**src/rtl/counter_pkg.sv**
```systemverilog
// counter_pkg
// Shared definitions for the parametrised up/down modulo counter.
//   - dir_e       : direction encoding (UP=1, DOWN=0), matches the u_d pin.
//   - CLAMP_W     : fixed working width of the clamp helper. It covers
//                   WIDTH up to 32 plus one guard bit.
//   - MOD_EXTRA   : extra bits added to WIDTH for the modulus/arithmetic width.
//   - mod_width() : WIDTH+1. Wide enough to hold MAX+1 and count+s without loss.
//   - clamp()     : min(value, limit) on CLAMP_W-bit unsigned operands.
// Optional feature macro used by the counter files: COUNTER_UPDN_SAT_EN.
package counter_pkg;

    typedef enum logic {
        DOWN = 1'b0,
        UP   = 1'b1
    } dir_e;

    localparam int CLAMP_W   = 33;
    localparam int MOD_EXTRA = 1;

    function automatic int mod_width(input int width);
        return width + MOD_EXTRA;
    endfunction

    function automatic logic [CLAMP_W-1:0] clamp(
        input logic [CLAMP_W-1:0] value,
        input logic [CLAMP_W-1:0] limit
    );
        return (value > limit) ? limit : value;
    endfunction

endpackage

```
**src/rtl/counter_updown_next.sv**
```systemverilog
// counter_updown_next
// Purely combinational next-value calculator for the modulo up/down counter.
// It computes the candidate value for an enabled edge and flags a boundary
// event (wrap, or clamp in saturating mode).
// Ports:
//   count    in  WIDTH  current registered value (always within 0..MAX)
//   s        in  WIDTH  effective step, already limited to MAX
//   u_d      in  1      1 = up, 0 = down
//   sat      in  1      saturate instead of wrap (only with COUNTER_UPDN_SAT_EN)
//   next     out WIDTH  value to register on an enabled edge
//   boundary out 1      wrap/clamp happened on this step
// Optional feature macro: COUNTER_UPDN_SAT_EN.
module counter_updown_next
    import counter_pkg::*;
#(
    parameter int              WIDTH = 8,
    parameter longint unsigned MAX   = (64'd1 << WIDTH) - 64'd1
) (
    input  logic [WIDTH-1:0] count,
    input  logic [WIDTH-1:0] s,
    input  logic             u_d,
`ifdef COUNTER_UPDN_SAT_EN
    input  logic             sat,
`endif
    output logic [WIDTH-1:0] next,
    output logic             boundary
);

    localparam int           MW    = mod_width(WIDTH);
    localparam logic [MW-1:0] MAX_V = MW'(MAX);
    localparam logic [MW-1:0] MOD_V = MAX_V + MW'(1);

    logic [MW-1:0] count_x;
    logic [MW-1:0] s_x;
    logic [MW-1:0] sum;
    logic [MW-1:0] nx;

    always_comb begin
        count_x  = {1'b0, count};
        s_x      = {1'b0, s};
        sum      = count_x + s_x;
        nx       = count_x;
        boundary = 1'b0;

        if (dir_e'(u_d) == UP) begin
            if (sum <= MAX_V) begin
                nx = sum;
            end else begin
                // sum >= MOD here, so the subtraction cannot underflow
                boundary = 1'b1;
                nx       = sum - MOD_V;
`ifdef COUNTER_UPDN_SAT_EN
                if (sat) nx = MAX_V;
`endif
            end
        end else begin
            if (count_x >= s_x) begin
                nx = count_x - s_x;
            end else begin
                // count+MOD-s computed as MOD-(s-count) so that no
                // intermediate ever exceeds MW bits
                boundary = 1'b1;
                nx       = MOD_V - (s_x - count_x);
`ifdef COUNTER_UPDN_SAT_EN
                if (sat) nx = '0;
`endif
            end
        end

        next = WIDTH'(nx);
    end

endmodule

```
**src/rtl/counter_updown_mod.sv**
```systemverilog
// counter_updown_mod
// Parametrised up/down modulo counter with synchronous load, clock enable,
// programmable step and a registered one-cycle boundary-event pulse.
// Ports:
//   clk     in  1       clock, rising edge
//   rst     in  1       synchronous reset, active high
//   en      in  1       count enable
//   load    in  1       synchronous load of data (clamped to MAX)
//   u_d     in  1       1 = count up, 0 = count down
//   data    in  WIDTH   load value
//   step    in  STEP_W  step magnitude (limited to MAX)
//   sat     in  1       saturate mode (only with COUNTER_UPDN_SAT_EN)
//   count   out WIDTH   registered count, range 0..MAX
//   evt     out 1       previous update wrapped or clamped
//   at_max  out 1       count == MAX (combinational)
//   at_zero out 1       count == 0   (combinational)
// Optional feature macro: COUNTER_UPDN_SAT_EN adds the sat port and the
// saturating behaviour. Without it the counter always wraps.
module counter_updown_mod
    import counter_pkg::*;
#(
    parameter int              WIDTH  = 8,
    parameter longint unsigned MAX    = (64'd1 << WIDTH) - 64'd1,
    parameter int              STEP_W = 4
) (
    input  logic              clk,
    input  logic              rst,
    input  logic              en,
    input  logic              load,
    input  logic              u_d,
    input  logic [WIDTH-1:0]  data,
    input  logic [STEP_W-1:0] step,
`ifdef COUNTER_UPDN_SAT_EN
    input  logic              sat,
`endif
    output logic [WIDTH-1:0]  count,
    output logic              evt,
    output logic              at_max,
    output logic              at_zero
);

    localparam int            MW    = mod_width(WIDTH);
    localparam logic [MW-1:0] MAX_V = MW'(MAX);

    logic [WIDTH-1:0] s_eff;
    logic [WIDTH-1:0] load_val;
    logic [WIDTH-1:0] next;
    logic             boundary;

    // Step and load are limited, never wrapped, so count stays within 0..MAX
    assign s_eff    = WIDTH'(clamp(CLAMP_W'(step), CLAMP_W'(MAX_V)));
    assign load_val = WIDTH'(clamp(CLAMP_W'(data), CLAMP_W'(MAX_V)));

    counter_updown_next #(
        .WIDTH (WIDTH),
        .MAX   (MAX)
    ) u_next (
        .count    (count),
        .s        (s_eff),
        .u_d      (u_d),
`ifdef COUNTER_UPDN_SAT_EN
        .sat      (sat),
`endif
        .next     (next),
        .boundary (boundary)
    );

    // Priority: reset, load, enable, hold. evt is cleared on every edge
    // that does not itself wrap or clamp, so it is a one-cycle pulse.
    always_ff @(posedge clk) begin
        if (rst) begin
            count <= '0;
            evt   <= 1'b0;
        end else if (load) begin
            count <= load_val;
            evt   <= 1'b0;
        end else if (en) begin
            count <= next;
            evt   <= boundary;
        end else begin
            evt   <= 1'b0;
        end
    end

    assign at_max  = ({1'b0, count} == MAX_V);
    assign at_zero = (count == '0);

endmodule

```
**config.mk**
```make
export PLATFORM = sky130hd
export DESIGN_NAME = counter_updown_mod
export DESIGN_NICKNAME = d
export VERILOG_FILES = /design/src/rtl/counter_pkg.sv /design/src/rtl/counter_updown_next.sv /design/src/rtl/counter_updown_mod.sv
export SDC_FILE = /design/constraint.sdc
export NUM_CORES = 1
export LEC_CHECK = 0
export ABC_AREA = 1
export BUFFER_PORTS_ARGS = -buffer_cell sky130_fd_sc_hd__buf_4
export CAP_MARGIN = 0
export CORE_MARGIN = 1
export CORE_UTILIZATION = 47
export CTS_CLUSTER_DIAMETER = 50
export DETAILED_ROUTE_END_ITERATION = 8
export PLACE_DENSITY = 0.85
export SYNTH_ARGS = -nofsm -noshare
export SYNTH_HDL_FRONTEND = slang
export SYNTH_SLANG_ARGS = --single-unit
```
**constraint.sdc**
```tcl
create_clock -name clk -period 1.9 [get_ports clk]
set_clock_uncertainty 0.05 [all_clocks]
set_input_delay 0.475 -clock clk [delete_from_list [all_inputs] [get_ports clk]]
set_output_delay 0.475 -clock clk [all_outputs]
set_load 0.05 [all_outputs]
```
Word level (Yosys, flattened, before mapping)
Cells that the tools add are included.
{"block": "word_totals", "ff_bits": 9, "latch_bits": 0, "mem_bits_rw": 0, "rom_bits": 0, "inputBits": 17, "out_inout_bits": 11, "elab_cells": 22, "memories": 0}
{"block": "classes", "add_sub_neg": 5, "mul": 0, "n_div": 0, "n_lt_le_gt_ge": 2, "n_eq_ne": 1, "shift": 0, "mux": 8, "bitwise_logic": 1, "n_reduce_logical": 3}
{"cell": "8-bit two-way mux", "count": 5}
{"cell": "8-bit by 4-bit adder with 9-bit output", "count": 1}
{"cell": "9-bit by 8-bit less-or-equal comparator with 1-bit output, second input constant", "count": 1}
{"cell": "8-bit == test, second input constant", "count": 1}
{"cell": "8-bit by 4-bit >= comparator with 1-bit output", "count": 1}
{"cell": "8-bit zero test", "count": 1}
{"cell": "1-bit by 8-bit subtractor with 8-bit output, first input constant", "count": 1}
{"cell": "4-bit by 8-bit subtractor with 8-bit output", "count": 1}
{"cell": "8-bit by 1-bit subtractor with 8-bit output, second input constant", "count": 1}
{"cell": "8-bit by 4-bit subtractor with 8-bit output", "count": 1}
{"cell": "1-bit two-way mux", "count": 3}
{"cell": "3-bit OR reduction", "count": 1}
{"cell": "2-bit nonzero test", "count": 1}
{"cell": "1-bit inverter", "count": 1}

Depth between registers and ports, before layout
{"block": "logic_depth", "word_depth": 6, "mapped_depth": 12, "ltp_nobuf": 12}

Modules after synthesis
A second synthesis with hierarchy kept.
{"block": "unflattened", "hier_cells": 232, "hier_area_um2": 1326.3}
{"mod": "counter_updown_next", "n_inst": 1, "cells_per_inst": 157, "area_per_inst_um2": 844.6, "seq_area_each_um2": 0.0}
{"mod": "counter_updown_mod", "n_inst": 1, "cells_per_inst": 75, "area_per_inst_um2": 481.7, "seq_area_each_um2": 180.2}

Least setup slack after synthesis
No wires, ideal clock.
{"block": "synth_path", "kind": "flip-flop to output port", "startpoint": "reg count[4]", "endpoint": "out at_max", "t_arrival_ns": 1.849, "required_time_ns": 1.375, "slack_ns": -0.474, "stages_incl_launch_ff": 6, "n_path_buf": 1, "cell_sequence": "dfxtp_1 -> buf_6 -> inv_2 -> nor3_1 -> nand3_1 -> nor2_1"}
{"block": "synth_via", "elab_chain_len": 1}
{"item": "start, declared", "line": "counter_updown_mod.sv:36", "text": "output logic [WIDTH-1:0] count,"}
{"item": "start signal, assigned", "line": "counter_updown_mod.sv:75", "text": "count <= load_val;"}
{"item": "start signal, assigned", "line": "counter_updown_mod.sv:78", "text": "count <= next;"}
{"item": "8-bit == test", "line": "counter_updown_mod.sv:85", "text": "assign at_max = ({1'b0, count} == MAX_V);"}
{"item": "end, declared", "line": "counter_updown_mod.sv:38", "text": "output logic at_max,"}
No other way between the ends.

Worst setup path in the final report
{"block": "layout_path", "startpoint": "reg count[5]", "endpoint": "out at_zero"}
{"block": "layout_via", "elab_chain_len": 1}
{"item": "8-bit zero test", "line": "counter_updown_mod.sv:86", "text": "assign at_zero = (count == '0);"}
{"item": "end, declared", "line": "counter_updown_mod.sv:39", "text": "output logic at_zero"}
No other way between the ends.

==> flow_summary.ini <==
[status]
outcome = complete, no violations

[route]
first_pass_iters = 4
via_count = 1239
ant_nets = 0
drc = 0
drtIter0Drc = 65
vias_per_cell = 5.53
drt-total-wl_um = 3010
wire_per_inst_um = 13.4

[global_routing]
grt_pass1_vias = 1074
grt_pass1_wl_um = 4530
grt.total_usage_pct = 24.7
grt_max_degree = 12
antenna_found_initial = 0
overflow = 0

[die]
io_pins = 28
fp.dieW_um = 48.4
num_rows = 16
core_area_um2 = 2000
die_h_um = 48.4
floorplan.die_area_um2 = 2340
start_util_pct = 50.5

[clock_network]
cts_tree = yes
cts.sinks = 9
clock_latency_ps = 270
h-tree-depth = 1
path_clk_slew_ps = 60
cts_buffer_depth = 2
root_buffer = clkbuf_4
cts_hold_buf = 0
numCtsBuffers = 3

[timing]
period_minus_slack_ps = 1880
hold_violations = 0
setup_viol = 0
tightest_slew_ps = 454
fmax_mhz = 532
slew_viol_final = 0
fin_crit_sh_pct = 98.9
rsz0062_at_grt = yes
slew_headroom_pct = 69.6
setup_slack_ps = 20.7

[synthesis]
yosysWarnings = 0
syn_area_um2 = 1010
syn_nets = 187
synth_area_per_cell_um2 = 6.32
synthesis.instances = 160
yosys_register_bits = 9
synth_seq_area_share_pct = 17.8
ys_types = 26

[critical_path]
arrival_ps = 1350
crit_type = register to output pin
startpoint_type = register
worst-path-max-fanout = 7
required_ps = 1370
cp-end-kind = output pin

[place]
place.gp.congestion = 0.912
place_ws_ps = -122
dpl_cell_area_um2 = 1270
dp_hpwl_um = 2220
port_buffers = 27

[run]
drv_cap = 0

[final_layout]
antennaDiodeCount = 0
final_nets = 225
fin_util_pct = 69.8
area_delta_synth_final_pct = 38.2
fillers = 167
fin_area_um2 = 1400
drive_gt1_share_pct = 37.6

[power_and_ir_drop]
p_per_area_nw_per_um2 = 547
cellLeakagePower_nw = 0.720
vdd_drop_max_mv = 0.520

[min_path]
min_path_type = input pin to register
-- critical path, stage by stage (launching register included) --
cell	delay [ps]
dfxtp_4	370
inv_4	70
nand2_4	50
nor3_4	210
nand2_1	90
nor2_2	130
buf_6	170
-- cell usage after synthesis --
cell / n / share of area [%]
nor3_1: 4 / 2.0
inv_1: 20 / 7.4
a21oi_2: 1 / 0.87
nand4_1: 3 / 1.9
nand3_2: 4 / 4.0
buf_4: 1 / 0.74
a21oi_1: 8 / 4.0
a31oi_1: 1 / 0.62
clkbuf_8: 1 / 1.4
nand2_2: 3 / 1.9
nor2_2: 1 / 0.62
nand2_1: 42 / 16
clkinv_1: 1 / 0.37
clkbuf_2: 1 / 0.49
buf_6: 2 / 2.2
ha_1: 8 / 9.9
nand3_1: 20 / 9.9
dfxtp_1: 9 / 18
a22oi_1: 5 / 3.7
and2_4: 1 / 0.87
nor2_4: 1 / 1.1
nor2_1: 11 / 4.1
o22ai_1: 1 / 0.62
fa_1: 2 / 4.0
o21ai_0: 6 / 3.0
inv_2: 3 / 1.1
-- cell usage in the layout (no fill, tap or decap), types with 2 or more instances in the layout --
| cell | n |
|---|---|
| ha_1 | 7 |
| a22oi_1 | 5 |
| o21ai_0 | 6 |
| nor3_4 | 2 |
| nor2_4 | 2 |
| inv_4 | 2 |
| nand2_2 | 4 |
| clkbuf_4 | 3 |
| inv_1 | 17 |
| nor2_2 | 2 |
| nand2_1 | 40 |
| dfxtp_1 | 3 |
| nand4_1 | 3 |
| a21oi_1 | 8 |
| nand3_2 | 5 |
| nand3_1 | 19 |
| buf_6 | 2 |
| nor2_1 | 9 |
| dfxtp_4 | 5 |
| inv_2 | 4 |
| buf_4 | 36 |
-- area by class of cell --
class,count,area (um^2),share of cell area [%]
multi-input cells,122,749,53.6
well taps,27,33.8,2.42
clock buffers,4,26.3,1.88
inverters,24,95.1,6.80
repair buffers,38,293,20.9
flip-flops and latches,9,200,14.3
-- layer usage --
metal	global-route usage [%]	up-vias	wire length, um
met3	0.943	13	263
met2	42.5	72	1450
met1	31.6	556	1200
met5	0	-	0
li1	-	598	-
met4	12.3	0	94
-- through the flow --
step	TNS [ps]	std cells	hold slack [ps]	power (mW)
after detailed placement	-228	216	445	0.575
after global placement	-104	216	438	0.566
after floorplan	0	160	544	0.470
after CTS	0	220	358	0.733
after global routing	-49.9	224	376	0.805
final	0	224	373	0.765
-- kinds of logic after synthesis --
| kind of cell | Yosys count | synth area share, % |
|---|---|---|
| AO/OA/AOI/OAI | 22 | 12.7 |
| adder cells (fa/ha/maj) | 10 | 13.9 |
| buffers and inverters | 29 | 13.7 |
| flip-flops | 9 | 17.8 |
| AND/OR/NAND/NOR | 90 | 41.8 |
-- state kept, by name, summed over array words and instances (netlist names) --
register	count
count	8
evt	1
-- report_power, final --
group	leakage, nW	internal, mW	switching (mW)
clock network	0.0150	0.0811	0.0701
logic	0.628	0.152	0.234
registers	0.0778	0.202	0.0252
-- path summary, 6_finish.rpt --
| kind | startpoint | to | slack (ps) | depth (start not counted) |
|---|---|---|---|---|
| min | rst | count[4]$_SDFFE_PP0P_ | 370 | 2 |
| max reg2reg | count[0]$_SDFFE_PP0P_ | count[4]$_SDFFE_PP0P_ | 60 | 11 |
| min reg2reg | count[2]$_SDFFE_PP0P_ | count[2]$_SDFFE_PP0P_ | 480 | 2 |
| max | count[5]$_SDFFE_PP0P_ | at_zero | 20 | 6 |
-- timing repair --
item	4_1_cts	5_1_grt
endpoints found under the setup margin	2	3
setup buffers	0	4
pin swaps	0	4
gates resized for setup	4	18
(Power assumes the default switching activity.)
